`src/rtl/gng_rom_arbiter_if.sv`:
```
// Memory-controller side of the ROM arbiter: one request/done handshake shared by writes and reads.
// The arbiter drives the request fields (master); the memory controller answers (slave).
interface gng_rom_arbiter_if #(
    parameter int unsigned AW = 22,
    parameter int unsigned DW = 16
);
    logic          req;
    logic          we;
    logic [AW-1:0] addr;
    logic [DW-1:0] din;
    logic [DW-1:0] dout;
    logic          done;

    modport master (
        output req,
        output we,
        output addr,
        output din,
        input  dout,
        input  done
    );

    modport slave (
        input  req,
        input  we,
        input  addr,
        input  din,
        output dout,
        output done
    );
endinterface

```
`src/rtl/gng_rom_arbiter.sv`:
```
// Shares one ROM memory port between the byte download stream (packed into 16-bit words, written
// with priority) and four round-robin read clients: main CPU, sound CPU, char and object fetch.
module gng_rom_arbiter #(
    parameter int unsigned AW = 22,
    parameter int unsigned DW = 16
) (
    input  logic              clk,
    input  logic              rst_n,
    input  logic              downloading_i,
    input  logic              dl_wr_i,
    input  logic [24:0]       dl_addr_i,
    input  logic [7:0]        dl_data_i,
    input  logic [3:0]        req_i,
    input  logic [4*AW-1:0]   addr_i,
    output logic [3:0]        data_ok_o,
    output logic [DW-1:0]     rd_data_o,
    output logic              dl_overflow_o,
    gng_rom_arbiter_if.master mem
);

    typedef enum logic [1:0] {StIdle, StWrite, StRead} state_e;

    state_e        state_q, state_d;
    logic [1:0]    rr_q, rr_d;
    logic [1:0]    gnt_q, gnt_d;
    logic          mem_req_q, mem_req_d;
    logic          mem_we_q, mem_we_d;
    logic [AW-1:0] mem_addr_q, mem_addr_d;
    logic [DW-1:0] mem_din_q, mem_din_d;
    logic [DW-1:0] rd_data_q, rd_data_d;
    logic [3:0]    data_ok_q, data_ok_d;
    logic [7:0]    low_q, low_d;
    logic          low_vld_q, low_vld_d;
    logic [AW-1:0] low_addr_q, low_addr_d;
    logic          wr_pend_q, wr_pend_d;
    logic [AW-1:0] wr_addr_q, wr_addr_d;
    logic [DW-1:0] wr_data_q, wr_data_d;
    logic          ovf_q, ovf_d;
    logic          dl_q;

    logic          dl_rise, dl_fall, wr_done;
    logic          word_vld;
    logic [AW-1:0] word_addr;
    logic [DW-1:0] word_data;
    logic          gnt_found;
    logic [1:0]    gnt_idx;
    logic          unused_dl_addr;

    assign dl_rise        = downloading_i & ~dl_q;
    assign dl_fall        = ~downloading_i & dl_q;
    assign wr_done        = (state_q == StWrite) & mem.done;
    assign unused_dl_addr = ^dl_addr_i[24:AW+1];

    // Scan downwards so the closest requester at or after rr_q is the one left standing.
    always_comb begin
        gnt_found = 1'b0;
        gnt_idx   = rr_q;
        for (int k = 3; k >= 0; k--) begin
            if (req_i[rr_q + 2'(k)]) begin
                gnt_found = 1'b1;
                gnt_idx   = rr_q + 2'(k);
            end
        end
    end

    always_comb begin
        low_d      = low_q;
        low_vld_d  = low_vld_q;
        low_addr_d = low_addr_q;
        wr_pend_d  = wr_pend_q;
        wr_addr_d  = wr_addr_q;
        wr_data_d  = wr_data_q;
        ovf_d      = ovf_q;
        word_vld   = 1'b0;
        word_addr  = low_addr_q;
        word_data  = DW'({8'h00, low_q});
        if (dl_wr_i) begin
            if (!dl_addr_i[0]) begin
                low_d      = dl_data_i;
                low_vld_d  = 1'b1;
                low_addr_d = dl_addr_i[AW:1];
            end else begin
                word_vld  = 1'b1;
                word_addr = dl_addr_i[AW:1];
                word_data = DW'({dl_data_i, low_q});
                low_vld_d = 1'b0;
            end
        end else if (dl_fall && low_vld_q) begin
            word_vld  = 1'b1;
            low_vld_d = 1'b0;
        end
        if (dl_rise) ovf_d = 1'b0;
        if (wr_done) wr_pend_d = 1'b0;
        // A pending word still owns the write buffer; the newcomer is lost.
        if (word_vld) begin
            if (wr_pend_q) begin
                ovf_d = 1'b1;
            end else begin
                wr_pend_d = 1'b1;
                wr_addr_d = word_addr;
                wr_data_d = word_data;
            end
        end
    end

    always_comb begin
        state_d    = state_q;
        rr_d       = rr_q;
        gnt_d      = gnt_q;
        mem_req_d  = mem_req_q;
        mem_we_d   = mem_we_q;
        mem_addr_d = mem_addr_q;
        mem_din_d  = mem_din_q;
        rd_data_d  = rd_data_q;
        data_ok_d  = 4'b0000;
        unique case (state_q)
            StIdle: begin
                if (wr_pend_q) begin
                    state_d    = StWrite;
                    mem_req_d  = 1'b1;
                    mem_we_d   = 1'b1;
                    mem_addr_d = wr_addr_q;
                    mem_din_d  = wr_data_q;
                end else if (!downloading_i && gnt_found) begin
                    state_d    = StRead;
                    mem_req_d  = 1'b1;
                    mem_we_d   = 1'b0;
                    mem_addr_d = addr_i[gnt_idx*AW +: AW];
                    gnt_d      = gnt_idx;
                    rr_d       = gnt_idx + 2'd1;
                end
            end
            StWrite: begin
                if (mem.done) begin
                    state_d   = StIdle;
                    mem_req_d = 1'b0;
                end
            end
            StRead: begin
                if (mem.done) begin
                    state_d   = StIdle;
                    mem_req_d = 1'b0;
                    rd_data_d = mem.dout;
                    data_ok_d = 4'b0001 << gnt_q;
                end
            end
            default: state_d = StIdle;
        endcase
    end

    always_ff @(posedge clk or negedge rst_n) begin
        if (!rst_n) begin
            state_q    <= StIdle;
            rr_q       <= 2'd0;
            gnt_q      <= 2'd0;
            mem_req_q  <= 1'b0;
            mem_we_q   <= 1'b0;
            mem_addr_q <= '0;
            mem_din_q  <= '0;
            rd_data_q  <= '0;
            data_ok_q  <= 4'b0000;
            low_q      <= 8'h00;
            low_vld_q  <= 1'b0;
            low_addr_q <= '0;
            wr_pend_q  <= 1'b0;
            wr_addr_q  <= '0;
            wr_data_q  <= '0;
            ovf_q      <= 1'b0;
            dl_q       <= 1'b0;
        end else begin
            state_q    <= state_d;
            rr_q       <= rr_d;
            gnt_q      <= gnt_d;
            mem_req_q  <= mem_req_d;
            mem_we_q   <= mem_we_d;
            mem_addr_q <= mem_addr_d;
            mem_din_q  <= mem_din_d;
            rd_data_q  <= rd_data_d;
            data_ok_q  <= data_ok_d;
            low_q      <= low_d;
            low_vld_q  <= low_vld_d;
            low_addr_q <= low_addr_d;
            wr_pend_q  <= wr_pend_d;
            wr_addr_q  <= wr_addr_d;
            wr_data_q  <= wr_data_d;
            ovf_q      <= ovf_d;
            dl_q       <= downloading_i;
        end
    end

    assign mem.req       = mem_req_q;
    assign mem.we        = mem_we_q;
    assign mem.addr      = mem_addr_q;
    assign mem.din       = mem_din_q;
    assign data_ok_o     = data_ok_q;
    assign rd_data_o     = rd_data_q;
    assign dl_overflow_o = ovf_q;

endmodule

```
`src/flat_wrapper.sv`:
```
// flat-port wrapper written by rule: the top's interface ports become plain ports
module gng_rom_arbiter_flat 
#(
    parameter int unsigned AW = 22,
    parameter int unsigned DW = 16
)
  (clk, rst_n, downloading_i, dl_wr_i, dl_addr_i, dl_data_i, req_i, addr_i, data_ok_o, rd_data_o, dl_overflow_o, mem_req, mem_we, mem_addr, mem_din, mem_dout, mem_done);
  gng_rom_arbiter_if #(.AW(AW), .DW(DW)) mem_i ();
  input  logic clk;
  input  logic rst_n;
  input  logic downloading_i;
  input  logic dl_wr_i;
  input  logic [24:0] dl_addr_i;
  input  logic [7:0] dl_data_i;
  input  logic [3:0] req_i;
  input  logic [4*AW-1:0] addr_i;
  output logic [3:0] data_ok_o;
  output logic [DW-1:0] rd_data_o;
  output logic dl_overflow_o;
  output wire logic [$bits(mem_i.req)-1:0] mem_req;
  output wire logic [$bits(mem_i.we)-1:0] mem_we;
  output wire logic [$bits(mem_i.addr)-1:0] mem_addr;
  output wire logic [$bits(mem_i.din)-1:0] mem_din;
  input wire logic [$bits(mem_i.dout)-1:0] mem_dout;
  input wire logic [$bits(mem_i.done)-1:0] mem_done;
  assign mem_req = mem_i.req;
  assign mem_we = mem_i.we;
  assign mem_addr = mem_i.addr;
  assign mem_din = mem_i.din;
  assign mem_i.dout = mem_dout;
  assign mem_i.done = mem_done;
  gng_rom_arbiter #(.AW(AW), .DW(DW)) u_core (.clk(clk), .rst_n(rst_n), .downloading_i(downloading_i), .dl_wr_i(dl_wr_i), .dl_addr_i(dl_addr_i), .dl_data_i(dl_data_i), .req_i(req_i), .addr_i(addr_i), .data_ok_o(data_ok_o), .rd_data_o(rd_data_o), .dl_overflow_o(dl_overflow_o), .mem(mem_i));
endmodule
```
`config.mk`:
```
export PLATFORM = sky130hd
export DESIGN_NAME = gng_rom_arbiter_flat
export DESIGN_NICKNAME = d
export VERILOG_FILES = /design/src/rtl/gng_rom_arbiter_if.sv /design/src/rtl/gng_rom_arbiter.sv /design/src/flat_wrapper.sv
export SDC_FILE = /design/constraint.sdc
export NUM_CORES = 1
export LEC_CHECK = 0
export CORE_UTILIZATION = 25
export CTS_BUF_LIST = sky130_fd_sc_hd__clkbuf_2 sky130_fd_sc_hd__clkbuf_4 sky130_fd_sc_hd__clkbuf_8
export DETAILED_ROUTE_END_ITERATION = 10
export PLACE_DENSITY = 0.54
export SKIP_CTS_REPAIR_TIMING = 1
export SYNTH_ARGS = -nofsm -noshare
export SYNTH_HDL_FRONTEND = slang
export SYNTH_SLANG_ARGS = --single-unit
```
`constraint.sdc`:
```
create_clock -name clk -period 2.7 [get_ports clk]
set_input_delay 0.54 -clock clk [delete_from_list [all_inputs] [get_ports clk]]
set_output_delay 0.54 -clock clk [all_outputs]
set_load 0.02 [all_outputs]
```
Word-level counts from Yosys, hierarchy flattened
Cells that the tools add are included.
- flip-flop bits (word level): 138
- input port bits: 146
- output and inout port bits: 61
- equal/unequal tests: 4
- reductions and logical operators: 16
- add/subtract/negate cells: 4
- shifts and indexed selects: 2
- $mul: 1
- order comparisons: 4
- bitwise operators: 7
- mux-type cells: 46
- operators with widths (kind ; count):
    $mux 22 ; 4
    $shiftx 88x8->22 ; 1
    $mux 16 ; 2
    $mux 1 ; 25
    $mux 2 ; 7
    $lt 2x3->1 const B ; 4
    $reduce_and 2->1 ; 6
    $bmux 1 s2 ; 4
    $mux 4 ; 2
    $mul 2x4->6 const B ; 1
    $reduce_and 3->1 ; 2
    $reduce_bool 2->1 ; 3
    $add 2x1->2 const B ; 2
    $add 2x2->2 const B ; 2
    $not 1->1 ; 4
    $pmux 2 s2 ; 1
    $shl 1x2->4 const A ; 1
    $and 1x1->1 ; 3
    $ne 3x1->1 const B ; 1
    $eq 2x1->1 const B ; 1
    $eq 2x2->1 const B ; 1
    $logic_and 1x1->1 ; 2
    $logic_not 2->1 ; 1
    $ne 2x1->1 const B ; 1
    3 further kinds ; 3

Depth between registers and ports, before layout
- depth in word-level cells: 11
- mapped depth: 8
- mapped depth without buffers: 7

Least setup slack after synthesis
No wires, ideal clock.
- path kind: input -> register
- start: input req_i[2]
- end: register u_core.mem_addr_q[11], in the netlist u_core.mem.addr[11]
- stages: 8
- setup slack: 0.813 ns
- arrival time: 1.766 ns
- buffers on the path: 2
- required time: 2.578 ns
- cells stage by stage: nor3_1 a2111oi_4 or2_1 buf_6 buf_6 nand2_1 nand3_1 a32o_1
- longest elaborated chain between the ends: 10
- elaborated cells on any way between the ends: 23
- classes of those cells: mul (1); shift (1); mux (18); reduce/logical (3)
- RTL lines (what ; line ; source):
    start, declared ; flat_wrapper.sv:15 ; input logic [3:0] req_i;
    $bmux 1 s2 ; gng_rom_arbiter.sv:59 ; if (req_i[rr_q + 2'(k)]) begin
    $mux 1 (implied by the code) ; gng_rom_arbiter.sv:59 ;
    $mux 2 (4 in a row) ; gng_rom_arbiter.sv:59 ;
    $mul 2x4->6 ; gng_rom_arbiter.sv:128 ; mem_addr_d = addr_i[gnt_idx*AW +: AW];
    $shiftx 88x8->22 ; gng_rom_arbiter.sv:128 ;
    $mux 22 ; gng_rom_arbiter.sv:124 ; end else if (!downloading_i && gnt_found) begin
    $mux 22 ; gng_rom_arbiter.sv:118 ; if (wr_pend_q) begin
    end signal, assigned ; gng_rom_arbiter.sv:176 ; mem_addr_q <= mem_addr_d;
    end, declared ; gng_rom_arbiter.sv:28 ; logic [AW-1:0] mem_addr_q, mem_addr_d;
Several ways; a longest one is shown, not always the timed one. The select of a mux whose other input is x is not followed.
A chain may end at the register's enable or synchronous reset.

Worst setup path in the final report
- start: input req_i[3]
- end: register u_core.mem_addr_q[13], in the netlist u_core.mem.addr[13]
The elaborated chain is that of the path after synthesis.

==> out/summary.txt <==
dominant synthesized flop cell = dfrtp_1
CTS clk-pin slew, worst paths = 0.08 ns
flops & latches, synth = 138
latest clock arrival within the worst-skew pair = 0.44 ns
Ports = 207
Crit Path Category = in2reg
Cells after DPL = 1127
YS warnings = 0
Final setup violation count = 0
CTS root buf = clkbuf_8
drt total wl = 18000 um
Routed Antenna Nets = 0
Clock Sinks = 138
layout cells sized above 1 = 15.2%
total gr overflow = 0
slowest stage delay, CP = 0.59 ns
register share of total power = 34.8%
outcome = finished clean
Min Hold Slack = 0.0626 ns
area grow syn2layout = 47.1%
Total Routing Usage GR = 14.0%
placement row count = 58
Power Total = 9.48 mW
wire per inst = 15.5 um
initial antenna violation count = 5
Layout Utilization = 37.4%
vias per inst = 4.40
DR vias = 5112
global-route wire length before repair = 28200 um
clock share of power = 21.6%
Die H = 162 um
RSZ-0062 raised after global routing = no
Starting DRT DRC Count = 359
R2R cell count = 7
FMAX = 0.463 GHz
Final WS setup = 0.542 ns
Max-Cap Viols = 0
routability cong. = 0.745
# fillers = 2533
Least-Margin Pin Slew = 0.712 ns
cells along the critical path = clkdlybuf4s50_1, nor4_1, buf_4, or2_2, nor2_1, buf_12, a21oi_1, nor2b_1, a32o_1
Seq/Total Area, Yosys = 54.0%
die area = 26200 um2
design area = 9400 um2
Critical Path Stages = 9
final hold viol count = 0
leading cell types in the layout, fill and taps excluded = clkdlybuf4s50_1, nand2_1, dfrtp_1
PD cells = 1010 nW/um2
Max clock buf depth = 2
synth unique cells = 37
Clock Skews = 0.0134 ns
fin cells = 1161
CTS H-tree depth = 4
Cells after Synth = 611
Net count, final = 966
DIE WIDTH = 162 um
setup tns final = 0 ns
Starting Density = 25.5%
reg2reg end = u_core.mem.addr[12]
dpl cell area = 8920 um2
worst vdd ir = 0.397 mV
fin crit period = 2.16 ns
worst min-delay path category = in2async
post-DP HPWL = 12800 um
combinational share of power = 43.5%
Port Buffers = 204
worst endpoint data arrival time = 2.52 ns
LEAKAGE = 4.01 nW
CTS tree = built
Slew HR = 52.4%
internal power = 6.10 mW
Slew Viols, Final = 0
WP data required = 3.07 ns
family with the most delay on the worst path = buffers and inverters
Worst setup SP type = input pin
crit path max fanout = 21
launch point of the worst reg-to-reg path = u_core.rr_q[1]
CP Capture Type = register
vias in the first global route = 5005
largest net degree at the start of global routing = 55
WP buf/inv = 3
crit path from = req_i[3]
Residual DRC = 0
Slowest cell on crit path = clkdlybuf4s50_1
synthesized net count = 761
total core area = 25100 um2
Post-synth EDFFs = 0
Place WS = 0.105 ns
commonest non-fill, non-tap cell in the layout = clkdlybuf4s50_1
Num CTS Buffers = 17
Post-Synthesis Cell Area = 6390 um2
Async S/R FF share, synth = 100%
Net Switching = 3.38 mW
Switching Fraction = 35.6%
Syn Area/Cell = 10.5 um2
R2R Setup Slk = 0.73 ns
drt pass-1 iters = 4
Final Cycle Share = 79.9%
## per-layer routing
| metal | GRT usage [%] | part of all wire (%) | vias to the layer above | wire length [um] |
|---|---|---|---|---|
| met4 | 3.86 | 0.81 | 6 | 145 |
| met5 | 0 | 0.19 | - | 34 |
| met1 | 18.9 | 47 | 2442 | 8410 |
| li1 | - | - | 2525 | - |
| met2 | 20.7 | 44 | 124 | 7890 |
| met3 | 5.46 | 8.2 | 15 | 1470 |
## worst reg2reg max path, cell delays in order (launching register included)
cell and delay [ns]:
dfrtp_1 0.48, nor3_1 0.32, a2111oi_4 0.06, or2_1 0.31, buf_12 0.20, nand2_1 0.13, nand3_1 0.10, a32o_1 0.25
## synth_stat cells (2+ instances only)
master    number  area share (%)
nor3_1         5            0.39
nor2_1         9            0.53
a32o_1        21             3.3
o21a_1         3            0.35
buf_2          8            0.63
a21oi_1       24             1.9
buf_6          5            0.88
a31oi_1        2            0.20
ha_1           4            0.78
nand3_1       42             3.3
a22o_1         9             1.2
mux2_2        62              11
nand2b_1       5            0.49
buf_1          2            0.12
nor2b_1       25             2.4
dfrtp_1      138              54
nand2_1      148             8.7
clkbuf_1      25             1.5
o21ai_0       30             2.3
mux2i_1       22             3.4
inv_1          6            0.35
## power by group through the flow
stage,Clock (mW),Sequential (mW),Combinational [mW]
final,2.05,3.30,4.13
after global routing,2.22,3.41,4.50
after CTS,2.13,3.30,4.20
after detailed placement,0,3.33,4.19
after global placement,0,3.33,4.15
after floorplan,0,3.71,2.01
## state kept, by name, summed over array words and instances (netlist names), 2 cells and up
| signal | cells |
|---|---|
| u_core.rd_data_o | 16 |
| u_core.mem.addr | 22 |
| u_core.low_q | 8 |
| u_core.wr_data_q | 16 |
| u_core.mem.din | 16 |
| u_core.low_addr_q | 22 |
| u_core.rr_q | 2 |
| u_core.gnt_q | 2 |
| u_core.data_ok_o | 4 |
| u_core.state_q | 2 |
| u_core.wr_addr_q | 22 |
## cells by family after synthesis
kind of cell / count (synthesis) / share of synthesized area, %
flip-flops: 138 / 54.0
buffers and inverters: 46 / 3.45
multiplexers: 84 / 14.4
adder cells (fa/ha/maj): 4 / 0.783
AND/OR/NAND/NOR: 240 / 16.5
AO/OA/AOI/OAI: 98 / 10.7
XOR/XNOR: 1 / 0.137
## cell type report
class	instances	area (um2)	share of cell area (%)
antenna	3	7.51	0.0799
clock buffer	17	234	2.49
clock inverter	14	241	2.57
inverter	6	22.5	0.240
multi-input combinational	427	2730	29.1
sequential	138	3450	36.7
tap	330	413	4.39
timing repair buffer	226	2300	24.4
## how the worst max path moves through the flow
stage	slack (ns)	end
finish	0.54	u_core.mem.addr[13]
global route	0.40	u_core.mem.addr[16]
CTS	0.57	u_core.mem.addr[16]
detailed placement	0.10	u_core.mem.addr[16]
global placement	0.09	u_core.mem.addr[10]
floorplan	0.81	u_core.mem.addr[11]
Power figures use the tool's default switching activity.
